===== src/rtl/pipe_pkg.sv =====
// Shared pipeline definitions: hazard FSM encoding, the hardwired-zero
// register specifier and the default memory-wait watchdog limit.
package pipe_pkg;

   typedef enum logic [1:0] {
      HZ_IDLE   = 2'd0,
      HZ_SHADOW = 2'd1,
      HZ_WAIT   = 2'd2
   } hz_state_t;

   localparam logic [4:0] REG_ZERO     = 5'd0;
   localparam int         WAIT_MAX_DEF = 16;

endpackage


===== src/rtl/hazard_detect_sat_counter.sv =====
// sat_counter: width-parameterised up-counter with enable, synchronous
// clear and saturation at MAX. Reset is synchronous, active-low.
module sat_counter #(
   parameter int           W   = 16,
   parameter logic [W-1:0] MAX = '1
) (
   input  logic         clock,
   input  logic         reset_n,
   input  logic         clr,
   input  logic         en,
   output logic [W-1:0] q
);

   // clear wins over enable; hold once MAX is reached
   always_ff @(posedge clock) begin
      if (!reset_n || clr) begin
         q <= '0;
      end else if (en && (q != MAX)) begin
         q <= q + W'(1);
      end
   end

endmodule


===== src/rtl/hazard_detect.sv =====
// hazard_detect: load-use / memory-wait / branch-shadow hazard unit feeding
// pipeline control. Optional statistics counters are built only when the
// HAZARD_STATS_EN macro is defined; otherwise the stats ports read 0.
//
// state     | meaning
// ----------+------------------------------------------------------------
// HZ_IDLE   | reset state, no branch or memory wait seen last edge
// HZ_SHADOW | cycle after a taken branch; ID holds a squashed bubble
// HZ_WAIT   | mem_busy persisted across the last edge
module hazard_detect
   import pipe_pkg::*;
#(
   parameter int REG_W    = 5,
   parameter int WAIT_MAX = WAIT_MAX_DEF,
   parameter int CNT_W    = 16
) (
   input  logic             clock,
   input  logic             reset_n,
   input  logic [REG_W-1:0] id_rs,
   input  logic [REG_W-1:0] id_rt,
   input  logic             id_uses_rs,
   input  logic             id_uses_rt,
   input  logic [REG_W-1:0] ex_rt,
   input  logic             ex_mem_read,
   input  logic             branch,
   input  logic             mem_busy,
   output logic             do_stall,
   output logic             freeze,
   output logic             mem_timeout,
   output logic [CNT_W-1:0] stall_cycles,
   output logic [CNT_W-1:0] wait_cycles
);

   hz_state_t   state;
   hz_state_t   state_nxt;
   logic        lu;
   logic [15:0] wcnt;

   // load-use: a load in EX writes a non-zero register the ID instruction reads
   always_comb begin
      lu = ex_mem_read && (ex_rt != REG_W'(REG_ZERO)) &&
           ((id_uses_rs && (id_rs == ex_rt)) || (id_uses_rt && (id_rt == ex_rt)));
   end

   // state register
   always_ff @(posedge clock) begin
      if (!reset_n) begin
         state <= HZ_IDLE;
      end else begin
         state <= state_nxt;
      end
   end

   // next state (branch beats mem_busy) and hazard outputs
   always_comb begin
      state_nxt = HZ_IDLE;
      freeze    = mem_busy;
      do_stall  = 1'b0;
      if (branch) begin
         state_nxt = HZ_SHADOW;
      end else if (mem_busy) begin
         state_nxt = HZ_WAIT;
      end
      // a squashed ID (branch now or in the shadow) never stalls; freeze supersedes
      if (lu && !branch && !mem_busy && (state != HZ_SHADOW)) begin
         do_stall = 1'b1;
      end
   end

   sat_counter #(
      .W   (16),
      .MAX (16'(WAIT_MAX))
   ) u_wcnt (
      .clock   (clock),
      .reset_n (reset_n),
      .clr     (!mem_busy),
      .en      (mem_busy),
      .q       (wcnt)
   );

   // sticky watchdog: set on the edge where wcnt steps onto WAIT_MAX
   always_ff @(posedge clock) begin
      if (!reset_n) begin
         mem_timeout <= 1'b0;
      end else if (mem_busy && (wcnt == 16'(WAIT_MAX - 1))) begin
         mem_timeout <= 1'b1;
      end
   end

`ifdef HAZARD_STATS_EN
   sat_counter #(
      .W (CNT_W)
   ) u_stall_cnt (
      .clock   (clock),
      .reset_n (reset_n),
      .clr     (1'b0),
      .en      (do_stall),
      .q       (stall_cycles)
   );

   sat_counter #(
      .W (CNT_W)
   ) u_wait_cnt (
      .clock   (clock),
      .reset_n (reset_n),
      .clr     (1'b0),
      .en      (freeze),
      .q       (wait_cycles)
   );
`else
   assign stall_cycles = '0;
   assign wait_cycles  = '0;
`endif

endmodule


===== config.mk =====
export PLATFORM = sky130hd
export DESIGN_NAME = hazard_detect
export DESIGN_NICKNAME = d
export VERILOG_FILES = /design/src/rtl/pipe_pkg.sv /design/src/rtl/hazard_detect_sat_counter.sv /design/src/rtl/hazard_detect.sv
export SDC_FILE = /design/constraint.sdc
export NUM_CORES = 1
export LEC_CHECK = 0
export ABC_CLOCK_PERIOD_IN_PS = 1460
export CORE_MARGIN = 5
export CORE_UTILIZATION = 37
export CTS_BUF_LIST = sky130_fd_sc_hd__clkbuf_8 sky130_fd_sc_hd__clkbuf_16
export DETAILED_ROUTE_END_ITERATION = 8
export GPL_TIMING_DRIVEN = 1
export PLACE_DENSITY = 0.75
export SETUP_SLACK_MARGIN = 0.4
export SLEW_MARGIN = 40
export SYNTH_ARGS = -nofsm -noshare
export SYNTH_HDL_FRONTEND = slang
export SYNTH_SLANG_ARGS = --single-unit

===== constraint.sdc =====
create_clock -name clock -period 1.46 [get_ports clock]
set_input_delay 0.219 -clock clock [delete_from_list [all_inputs] [get_ports clock]]
set_output_delay 0.219 -clock clock [all_outputs]
set_load 0.01 [all_outputs]

==> metrics.md, run 1 <==
| Metric | Value |
|---|---|
| RePlAce Congestion | roughly 0.78 |
| Hpwl dp | between 2000 and 2500 um |
| Total power | 1.074 mW |
| Avg Vias per Cell | 4.506 |
| Antenna-violating nets left | 0 |
| Num CTS Buffers | 3 |
| Core box area | approximately 3300 sq um |
| Wirelength per Cell | 13.97 um |
| Arr. time, crit path | 1.89 ns |
| Number of synthesized register bits | 19 |
| Status | complete, but fails checks |
| Row cnt | 21 |
| Cells after DPL | 244 |
| Worst-path cell chain | inv_2 > ha_4 > or4bb_4 > nor4_4 > buf_4 > xnor2_1 > nor2_1 |
| # diodes | 0 |
| Min-delay worst type | reg -> reg |
| Worst r2r path cells | 7 |
| DRC viols | 0 |
| Crit path required time | about 1.6 ns |
| Fin crit share | 118.9% |
| Worst r2r src | u_wcnt.q[0]$_SDFFE_PP0P_ |
| Yosys warning total | 0 |
| Seq/Total Area, Yosys | 30.65% |
| Failing checks | setup timing |
| Avg Synthesized Cell Area | 8.330 sq um |
| Overflow after GRT | 0 |
| Initial Util | 37.79% |
| Hold Path End | mem_timeout$_SDFFE_PN0P_ |
| Nets | 234 |
| Max Fclk | 576.1 MHz |
| Setup violations, final | 5 |
| Worst path max stage delay | about 0.47 ns |
| Setup_tns | -0.8120 ns |
| Worst setup margin | -0.2758 ns |
| Final Util | approximately three fifths |
| Largest net degree at the start of global routing | 11 |
| Lkg Pwr | roughly 0.91 nW |
| Crit-path slowest cell | or4bb_4 |
| Vias in the first global route | roughly 1,100 |
| RSZ-0062 raised after global routing | true |
| Post-Syn Instances | 149 |
| CTS tree | yes |
| CP endpoint kind | flop |
| CP delay by family, top | simple AND/OR/NAND/NOR gates |
| Die area | approximately 4600 sq um |
| WL final | about 3600 um |
| Vias | roughly 1,100 |
| Setup CP Type | reg -> reg |
| Worst r2r dst | u_wcnt.q[0]$_SDFFE_PP0P_ |
| Die width | 67.92 um |
| Post-synth EDFFs | 0 |
| Cts hold-fix bufs | 0 |
| Worst VDD drop | between 600 and 700 uV |
| Clk sinks | 19 |
| Startpoint Class | flop |
| Max-Cap Viols | 0 |
| P&R area growth vs syn | 56.75% |
| CP max FO | 3 |
| R2R setup slack | -0.28 ns |
| Final hold violation count | 0 |
| Post-Layout Cell Count | 255 |
| Pins over their slew limit | 0 |
| Top cells by area, synth | dfxtp_1, buf_4, xnor2_1 |
| CP Buf/Inv Count | 2 |
| Initial antenna violation count | 0 |
| Netlist Area Pre-Place | 1241 sq um |
| Tot GR Track Use | 13.87% |
| First-pass GRT wire length | around 4800 um |
| H-tree lvl count | 1 |
| Most used flip-flop cell after synthesis | dfxtp_1 |
| CTS Root Buffer Type | clkbuf_8 |
| Layout cell share with drive strength beyond 1 | between 40 and 50% |
| Worst-Skew Late Latency | 0.25 ns |
| DR iter-0 viols | 22 |
| Post-synthesis cell type count | 29 |
| CTS clock-pin slew for the worst setup and hold paths | about 0.070 ns |
| CTS Buffer Depth | 2 |
| Final min period | 1.736 ns |
| Clock Skews | 0.007108 ns |
| Chip height | ~68 um |
| FFs w/ async S/R, synth | 0% |
| Pwr Density | 551.9 nW/um^2 |
| Top-area cell type share of the netlist area | 30.65% |
| WHS Path Cells | 1 |
| IO Port Bufs | 24 |
| Hold path startpoint | mem_timeout$_SDFFE_PN0P_ |
| I/O Pins | 57 |
| Pre-antenna DRT Iters | 4 |
| Area leader, netlist | dfxtp_1 |
## through the flow
stage | hold slack [ns] | instance area, sq um | setup slack (ns)
floorplan | 0.2914 | 1440 | -0.1288
global placement | 0.4508 | 1697 | -0.8178
detailed placement | 0.4899 | 1697 | -0.8309
CTS | 0.5061 | 1857 | -0.2539
global route | 0.5146 | 1946 | -0.3179
finish | 0.5127 | 1946 | -0.2758
## kinds of logic after synthesis
family                     count (synthesis)  synth area share, %
and+or+nand+nor                           54                24.50
DFF                                       19                30.64
adders and majority gates                  2                2.016
xor gates and xnor gates                  20                14.11
AOI/OAI and AO/OA                         12                5.545
buffers and inverters                     40                22.08
other                                      1               0.3021
muxes                                      1               0.8065
## synthesized netlist by cell type, types with 2 or more instances
cell,count
a21oi_1,6
buf_4,33
dfxtp_1,19
ha_1,2
inv_1,6
nand2_1,5
nand3_1,7
nand4_1,3
nor2_1,15
nor3_1,4
nor4_1,7
o21ai_0,3
or3_1,4
or4_1,2
xnor2_1,11
xor2_1,9
## cell type report
cell class / instances / area, sq um
clock buffer: 3 / 41.29
timing repair buffer: 58 / 521.8
multi-input combinational: 122 / 904.6
sequential: 19 / 394.1
fill: 277 / 1339
tap: 46 / 57.56
inverter: 6 / 22.52
clock inverter: 1 / 3.754
## cells in the final DEF (no fill, tap or decap), drive strengths merged
cell | Yosys | final
inv | 6 | 7
a31o | 1 | 1
nand3 | 7 | 8
xor2 | 9 | 9
nand2b | 1 | 1
and2 | 1 | 1
xnor2 | 11 | 11
conb | 1 | 32
a21oi | 6 | 6
buf | 33 | 37
ha | 2 | 2
nor2b | 1 | 1
o211ai | 1 | 1
dfxtp | 19 | 19
nand4 | 3 | 3
o21a | 1 | 1
clkdlybuf4s50 | 0 | 7
dlygate4sd2 | 0 | 1
or3 | 4 | 4
nor3 | 4 | 4
o21ai | 3 | 3
clkbuf | 1 | 7
mux2i | 1 | 1
or4 | 3 | 3
nor2 | 15 | 15
nor4 | 8 | 8
dlymetal6s2s | 0 | 6
or3b | 1 | 1
nand2 | 5 | 5
clkdlybuf4s15 | 0 | 3
or4bb | 1 | 1
## power breakdown
part,switching (mW),internal (mW),total (mW)
Combinational,0.100,0.0893,0.190
Sequential,0.00339,0.524,0.527
Clock,0.170,0.187,0.357
## routing by layer
| layer | share of wire (%) | routed length, um | global-route usage (%) | vias to the layer above |
|---|---|---|---|---|
| met3 | 3.4 | 121 | 1.806 | 4 |
| met5 | 0 | 0 | 0 | - |
| met1 | 36 | 1268 | 15.32 | 554 |
| met2 | 60 | 2135 | 27.08 | 29 |
| met4 | 1.0 | 36 | 3.970 | 0 |
| li1 | - | - | - | 562 |
## sequential cells by signal, summed over array words and instances, names as in the netlist
| signal | flops |
|---|---|
| mem_timeout | 1 |
| state | 2 |
| u_wcnt.q | 16 |
## repair_timing
item,in CTS,in global routing
cloned,1,0
setup endpoints to repair,19,18
pin swaps,13,20
setup buffers,2,4
gates resized for setup,41,36
## worst max path at each step
stage	endpoint	cells past startpoint	from	slack [ns]
6_report	u_wcnt.q[0]$_SDFFE_PP0P_	7	u_wcnt.q[0]$_SDFFE_PP0P_	-0.28
5_1_grt	u_wcnt.q[0]$_SDFFE_PP0P_	7	u_wcnt.q[0]$_SDFFE_PP0P_	-0.32
4_1_cts	u_wcnt.q[1]$_SDFFE_PP0P_	6	u_wcnt.q[0]$_SDFFE_PP0P_	-0.25
3_5_place_dp	do_stall	6	ex_rt[3]	-0.83
3_3_place_gp	do_stall	6	ex_rt[3]	-0.82
2_1_floorplan	u_wcnt.q[1]$_SDFFE_PP0P_	6	u_wcnt.q[0]$_SDFFE_PP0P_	-0.13
## worst register-to-register path, stage by stage, from the launching register on
cell and delay, ns:
dfxtp_2 0.33, inv_2 0.08, ha_4 0.12, or4bb_4 0.47
nor4_4 0.31, buf_4 0.17, xnor2_1 0.11, nor2_1 0.05
(Power assumes the default switching activity.)
==> inputs of run 2 (changes only) <==
--- a/config.mk
+++ b/config.mk
@@ -10,6 +10,7 @@
 export CORE_UTILIZATION = 37
 export CTS_BUF_LIST = sky130_fd_sc_hd__clkbuf_8 sky130_fd_sc_hd__clkbuf_16
 export DETAILED_ROUTE_END_ITERATION = 8
+export GPL_ROUTABILITY_DRIVEN = 0
 export GPL_TIMING_DRIVEN = 1
 export PLACE_DENSITY = 0.75
 export SETUP_SLACK_MARGIN = 0.4
==> results of run 2 <==
The final DEF is identical to that of run 1; final timing and power are the same.
